**config.mk**
```make
export PLATFORM = sky130hd
export DESIGN_NAME = nanorv32_prefetch
export DESIGN_NICKNAME = d
export VERILOG_FILES = /design/src/rtl/nanorv32_prefetch_pkg.sv /design/src/rtl/nanorv32_prefetch_fifo_sync.sv /design/src/rtl/nanorv32_prefetch.sv
export SDC_FILE = /design/constraint.sdc
export NUM_CORES = 1
export LEC_CHECK = 0
export BUFFER_PORTS_ARGS = -buffer_cell sky130_fd_sc_hd__buf_2
export CORE_MARGIN = 3
export CORE_UTILIZATION = 54
export CTS_CLUSTER_SIZE = 12
export DETAILED_ROUTE_END_ITERATION = 12
export PLACE_DENSITY = 0.77
export SLEW_MARGIN = 10
export SYNTH_ARGS = -nofsm -noshare
export SYNTH_HDL_FRONTEND = slang
export SYNTH_HIERARCHICAL = 1
export SYNTH_SLANG_ARGS = --single-unit
```
**constraint.sdc**
```tcl
create_clock -name clk -period 7.6 [get_ports clk]
set_input_delay 0 -clock clk [delete_from_list [all_inputs] [get_ports clk]]
set_output_delay 0 -clock clk [all_outputs]
set_load 0.1 [all_outputs]
```
**src/rtl/nanorv32_prefetch_pkg.sv**
```systemverilog
// nanorv32 prefetch shared definitions: fetch FSM encoding and instruction size.
package nanorv32_prefetch_pkg;

   typedef enum logic [1:0] {
      PF_IDLE = 2'd0,
      PF_REQ  = 2'd1,
      PF_DROP = 2'd2
   } pf_state_e;

   localparam int unsigned NRV32_INSTR_BYTES = 4;

endpackage

```
**src/rtl/nanorv32_prefetch_fifo_sync.sv**
```systemverilog
// Synchronous flop FIFO with flush; push and pop may coincide at any fill level.
module nanorv32_fifo_sync #(
   parameter int unsigned WIDTH = 64,
   parameter int unsigned DEPTH = 4
) (
   input  logic                     clk,
   input  logic                     rst,
   input  logic                     flush,
   input  logic                     push,
   input  logic [WIDTH-1:0]         wdata,
   input  logic                     pop,
   output logic [WIDTH-1:0]         rdata,
   output logic [$clog2(DEPTH):0]   count,
   output logic                     empty,
   output logic                     full
);

   localparam int unsigned PW = $clog2(DEPTH);
   localparam int unsigned CW = $clog2(DEPTH) + 1;

   logic [WIDTH-1:0] mem_q [DEPTH];
   logic [WIDTH-1:0] mem_d [DEPTH];
   logic [PW-1:0]    wr_ptr_q, wr_ptr_d;
   logic [PW-1:0]    rd_ptr_q, rd_ptr_d;
   logic [CW-1:0]    count_q, count_d;
   logic             do_push;
   logic             do_pop;

   assign do_pop  = pop & (count_q != '0);
   // Writing while full is allowed only when the same cycle frees the head slot.
   assign do_push = push & ((count_q != CW'(DEPTH)) | do_pop);

   // Next-state for storage, pointers and occupancy.
   always_comb begin
      mem_d    = mem_q;
      wr_ptr_d = wr_ptr_q;
      rd_ptr_d = rd_ptr_q;
      count_d  = count_q;
      if (flush) begin
         wr_ptr_d = '0;
         rd_ptr_d = '0;
         count_d  = '0;
      end else begin
         if (do_push) begin
            mem_d[wr_ptr_q] = wdata;
            wr_ptr_d        = wr_ptr_q + PW'(1);
         end
         if (do_pop) begin
            rd_ptr_d = rd_ptr_q + PW'(1);
         end
         count_d = count_q + CW'(do_push) - CW'(do_pop);
      end
   end

   // State registers; storage clears on reset so the head reads zero.
   always_ff @(posedge clk or posedge rst) begin
      if (rst) begin
         for (int unsigned i = 0; i < DEPTH; i++) begin
            mem_q[i] <= '0;
         end
         wr_ptr_q <= '0;
         rd_ptr_q <= '0;
         count_q  <= '0;
      end else begin
         mem_q    <= mem_d;
         wr_ptr_q <= wr_ptr_d;
         rd_ptr_q <= rd_ptr_d;
         count_q  <= count_d;
      end
   end

   assign rdata = mem_q[rd_ptr_q];
   assign count = count_q;
   assign empty = (count_q == '0);
   assign full  = (count_q == CW'(DEPTH));

endmodule

```
**src/rtl/nanorv32_prefetch.sv**
```systemverilog
// nanorv32 instruction prefetch: sequential word fetch into a small buffer,
// branch redirect with flush and discard of any in-flight response.
module nanorv32_prefetch
   import nanorv32_prefetch_pkg::*;
#(
   parameter int unsigned        ADDR_W   = 32,
   parameter int unsigned        DATA_W   = 32,
   parameter int unsigned        DEPTH    = 4,
   parameter logic [ADDR_W-1:0]  RESET_PC = '0
) (
   input  logic              clk,
   input  logic              rst,
   output logic [ADDR_W-1:0] cpu_codemem_addr,
   output logic              cpu_codemem_valid,
   input  logic [DATA_W-1:0] codemem_cpu_rdata,
   input  logic              codemem_cpu_ready,
   input  logic              branch_req,
   input  logic [ADDR_W-1:0] branch_addr,
   output logic              instr_valid,
   output logic [DATA_W-1:0] instr_data,
   output logic [ADDR_W-1:0] instr_pc,
   input  logic              instr_ready
);

   localparam int unsigned CW = $clog2(DEPTH) + 1;
   localparam int unsigned FW = DATA_W + ADDR_W;

   pf_state_e         state_q, state_d;
   logic [ADDR_W-1:0] fetch_pc_q, fetch_pc_d;
   logic [ADDR_W-1:0] pending_pc_q, pending_pc_d;

   logic              fifo_flush;
   logic              fifo_push;
   logic              fifo_pop;
   logic [FW-1:0]     fifo_wdata;
   logic [FW-1:0]     fifo_rdata;
   logic [CW-1:0]     fifo_count;
   logic              fifo_empty;
   logic              fifo_full;

   logic [ADDR_W-1:0] branch_target;
   logic [ADDR_W-1:0] seq_pc;
   logic [CW-1:0]     count_after;

   assign branch_target = branch_addr & ~ADDR_W'(3);
   assign seq_pc        = fetch_pc_q + ADDR_W'(NRV32_INSTR_BYTES);
   // A redirect flushes the buffer, so a same-cycle pop is meaningless.
   assign fifo_pop      = ~fifo_empty & instr_ready & ~branch_req;
   assign fifo_flush    = branch_req;
   assign fifo_wdata    = {fetch_pc_q, codemem_cpu_rdata};
   // Only evaluated in REQ where count < DEPTH, so count+1 cannot overflow CW bits.
   assign count_after   = fifo_count + CW'(1) - CW'(fifo_pop);

   // Fetch FSM next-state, fetch/pending PC update and push decision.
   always_comb begin
      state_d      = state_q;
      fetch_pc_d   = fetch_pc_q;
      pending_pc_d = pending_pc_q;
      fifo_push    = 1'b0;
      case (state_q)
         PF_IDLE: begin
            if (branch_req) begin
               fetch_pc_d = branch_target;
               state_d    = PF_REQ;
            end else if (!fifo_full) begin
               state_d = PF_REQ;
            end
         end
         PF_REQ: begin
            if (branch_req) begin
               if (codemem_cpu_ready) begin
                  fetch_pc_d = branch_target;
               end else begin
                  pending_pc_d = branch_target;
                  state_d      = PF_DROP;
               end
            end else if (codemem_cpu_ready) begin
               fifo_push  = 1'b1;
               fetch_pc_d = seq_pc;
               if (count_after >= CW'(DEPTH)) begin
                  state_d = PF_IDLE;
               end
            end
         end
         PF_DROP: begin
            // Address stays on the abandoned request until memory completes it.
            if (branch_req) begin
               pending_pc_d = branch_target;
               if (codemem_cpu_ready) begin
                  fetch_pc_d = branch_target;
                  state_d    = PF_REQ;
               end
            end else if (codemem_cpu_ready) begin
               fetch_pc_d = pending_pc_q;
               state_d    = PF_REQ;
            end
         end
         default: begin
            state_d = PF_IDLE;
         end
      endcase
   end

   // Fetch FSM and PC registers.
   always_ff @(posedge clk or posedge rst) begin
      if (rst) begin
         state_q      <= PF_IDLE;
         fetch_pc_q   <= RESET_PC;
         pending_pc_q <= RESET_PC;
      end else begin
         state_q      <= state_d;
         fetch_pc_q   <= fetch_pc_d;
         pending_pc_q <= pending_pc_d;
      end
   end

   nanorv32_fifo_sync #(
      .WIDTH (FW),
      .DEPTH (DEPTH)
   ) u_fifo (
      .clk   (clk),
      .rst   (rst),
      .flush (fifo_flush),
      .push  (fifo_push),
      .wdata (fifo_wdata),
      .pop   (fifo_pop),
      .rdata (fifo_rdata),
      .count (fifo_count),
      .empty (fifo_empty),
      .full  (fifo_full)
   );

   assign cpu_codemem_valid        = (state_q != PF_IDLE);
   assign cpu_codemem_addr         = fetch_pc_q;
   assign instr_valid              = ~fifo_empty;
   assign {instr_pc, instr_data}   = fifo_rdata;

endmodule

```
==> run summary <==
netlist area before placement: 16340 um2
Worst path max stage delay: 0.71 ns
Critical Path Source Type: flip-flop
cell with the largest stage delay on the worst path: nor4b_4
wirelength, routed: 38.64 mm
I/O pin count: 167
Chip Width: 179.9 um
vias in the first global route: 11400
routed vias/inst: 6.075
register bit total from synthesis: 327
area growth from synthesis to layout: 17.23%
portion of the post-synthesis area used by sequential elements: 50.09%
wire length per cell after detailed routing: 22.02 um
ys async rst share: 100.0%
Sum Neg Setup Slack: 0 ns
library cells used by synthesis: 82
Max Root-Sink Buffers: 3
GR Overflow Total: 0
clock slew at reported path FFs: 0.06 ns
worst-margin pin slew: 1.227 ns
htree depth: 2
initial core utilization: 54.97%
die area: 32380 um2
worst path arrival time: 4.07 ns
PD cells: 432.0 nW/um2
non-filler instance count after layout: 1755
final HPWL from detailed placement: 23.04 mm
RSZ-0062 raised after global routing: no
Chip Height: 179.9 um
Synth Area per Inst: 14.51 um2
element type at the critical path end: flip-flop
area of combinational cells with multiple inputs: 7515 um2
cell total after placement: 1625
Detailed Routing Iterations Pass 1: 6
number of sinks on the clock net: 327
clock root cell: clkbuf_16
number of max-cap violations: 0
most frequent cell on the critical path: inv_1
cell depth of the worst setup path: 13
critical path peak fanout: 7
count of buffers inserted at the top-level ports: 164
normalized max-slew margin: 17.68%
cells along the critical path: nor3_1 > nor3b_1 > nor4b_4 > and2b_2 > inv_1 > ha_1 > inv_1 > ha_1 > inv_1 > fa_1 > xor2_1 > and2_1 > nor3_1
maximum ir drop on the vdd rail: 0.0004256 V
vias post-DR: 10660
Placement Setup Slack: 4.005 ns
Placement Rows: 63
maximum number of pins on one net before global-route repair: 104
pins over their slew limit: 0
net count after synthesis: 1207
Max Clk Rate: 274.1 MHz
count of instances resized after the clock tree is built: 0
source-to-sink clock delay at the later pin of the worst-skew pair: 0.52 ns
share of final-layout standard cells stronger than drive strength 1: 45.57%
Final Hold Fails: 0
flip-flop and latch area: 8190 um2
portion of the clock cycle consumed by the worst path in the final layout: 48.00%
critical path buffer and inverter count: 3
clock period minus worst slack: 3.648 ns
cell depth of the worst min-delay path: 2
number of enable flip-flop cells after synthesis: 0
Total Nets Final: 1418
worst hold-check path type: input pin to flip-flop
CTS tree: done
number of antenna violations at the first check in global routing: 0
Worst Reg2Reg Path Length in Cells: 13
Filler Cells Inserted: 2119
Min Hold Slack: 0.07850 ns
required time of the worst setup path: 8.02 ns
clock buffers created by TritonCTS: 37
global-route wire length before repair: 63.44 mm
count of antenna-violating nets left after detailed routing: 0
final setup fails: 0
Setup Crit Path Kind: flip-flop to flip-flop
instance count of the mapped netlist: 1126
area of the core region: 29720 um2
DRC errors left: 0
antenna cells: 0
number of synthesis warnings: 6
predominant post-synthesis flop cell: dfrtp_1
total routing usage reported by global routing: 24.03%
Setup Skew: 0.02649 ns
post-layout worst setup margin: 3.952 ns
status: completed
last weighted congestion value of the routability-driven placer: 0.9198
Iter 0 DRT Violations: 717
Crit path max-delay family: simple AND/OR/NAND/NOR gates
Lkg Pwr: 0.008688 uW
-- synthesized netlist by cell type (7+ instances only) --
| cell | count | share of area [%] |
|---|---|---|
| a22oi_1 | 13 | 0.60 |
| clkbuf_1 | 23 | 0.53 |
| mux4_2 | 64 | 8.8 |
| inv_1 | 19 | 0.44 |
| o21ai_0 | 34 | 1.0 |
| nor2_1 | 42 | 0.96 |
| a21oi_1 | 14 | 0.43 |
| nand2_1 | 37 | 0.85 |
| a31oi_1 | 8 | 0.31 |
| buf_1 | 9 | 0.21 |
| nand3_1 | 15 | 0.46 |
| mux2i_1 | 8 | 0.49 |
| a22o_1 | 7 | 0.38 |
| ha_1 | 11 | 0.84 |
| nor3_1 | 20 | 0.61 |
| buf_12 | 12 | 1.5 |
| buf_2 | 20 | 0.61 |
| nor2b_1 | 10 | 0.38 |
| dfrtp_1 | 327 | 50 |
| mux2_4 | 120 | 11 |
| mux2_2 | 165 | 11 |
| nand4_1 | 8 | 0.31 |
| o211ai_1 | 10 | 0.46 |
-- cells in the final DEF (no fill, tap or decap), drive strengths merged, types with 6 or more instances in the layout --
master / Yosys / final
buf: 48 / 184
a21oi: 14 / 14
nor2: 42 / 42
a22oi: 13 / 13
ha: 11 / 11
nor2b: 10 / 10
o211ai: 10 / 10
dfrtp: 327 / 327
or3: 6 / 6
mux2i: 8 / 8
and2: 6 / 6
o311ai: 6 / 6
o21ai: 36 / 36
nor3: 22 / 22
nand4: 9 / 9
a31oi: 8 / 8
dlygate4sd3: 0 / 63
nand3: 16 / 16
mux4: 64 / 64
inv: 19 / 21
nand2: 37 / 37
mux2: 288 / 288
clkbuf: 26 / 61
a22o: 7 / 7
-- kinds of logic (layout without fill, tap and decap cells) --
kind of cell | after synthesis | after routing | share of synthesized area, %
flip-flops | 327 | 327 | 50.09
AO/OA/AOI/OAI | 145 | 145 | 6.364
AND/OR/NAND/NOR | 183 | 183 | 6.372
adder cells (fa/ha/maj) | 12 | 12 | 0.9650
XOR/XNOR | 5 | 5 | 0.2680
buffers and inverters | 94 | 333 | 4.021
multiplexers | 360 | 360 | 31.92
-- through the flow --
stage               power (uW)  area (um2)  utilization [%]
floorplan                 5694       16340                -
global placement          6291       17240            58.02
detailed placement        6382       17240            58.02
CTS                       8278       19150            64.45
global route              8618       19150            64.45
finish                    8273       19150            64.45
-- flip-flops by register name, indices dropped and copies added, names as in the netlist --
signal,cells
cpu_codemem_addr,32
state_q,2
pending_pc_q,30
u_fifo/count,3
u_fifo/wr_ptr_q,2
u_fifo/mem_q,256
u_fifo/rd_ptr_q,2
-- path summary, 6_finish.rpt --
kind | to | from | slack, ns
worst max-delay path | u_fifo/count[2] | u_fifo/count[1] | 3.95
worst min register to register | u_fifo/mem_q[126] | u_fifo/mem_q[126] | 0.49
max in group asynchronous | u_fifo/mem_q[9] | rst | 5.89
worst min-delay path | u_fifo/rd_ptr_q[0] | branch_req | 0.08
min in group asynchronous | u_fifo/mem_q[40] | rst | 0.18
worst max register to register | u_fifo/count[2] | u_fifo/count[1] | 3.95
-- layout make-up --
type                       instances  share of cell area (%)
clock buffer                      61                   6.206
clock inverter                     6                  0.4704
inverter                          19                  0.4116
multi-input combinational        705                   39.24
sequential                       327                   42.76
tap                              390                   2.548
timing repair buffer             247                   8.362
-- worst reg2reg max path, stage by stage, from the launching register on --
cell and delay (ns):
dfrtp_1 0.49, nor3_1 0.42, nor3b_1 0.22, nor4b_4 0.71
and2b_2 0.31, inv_1 0.08, ha_1 0.23, inv_1 0.07
ha_1 0.15, inv_1 0.05, fa_1 0.38, xor2_1 0.16
and2_1 0.17, nor3_1 0.12
-- what timing repair did --
item                                   CTS  global route
buffers inserted                         0             0
hold buffers                            63             0
endpoints found under the hold margin  352             0
-- layer usage --
layer / vias up / GRT usage, % / share of wire (%)
met3: 76 / 3.703 / 6.1
met4: 0 / 6.343 / 2.2
met5: - / 0 / 0
li1: 4664 / - / -
met2: 429 / 39.96 / 49
met1: 5493 / 33.43 / 43
-- report_power, final --
| group | total, uW | switching (uW) | internal, uW |
|---|---|---|---|
| clock network | 1840 | 699 | 1140 |
| logic | 3760 | 2690 | 1070 |
| registers | 2680 | 475 | 2210 |
(Power assumes the default switching activity.)
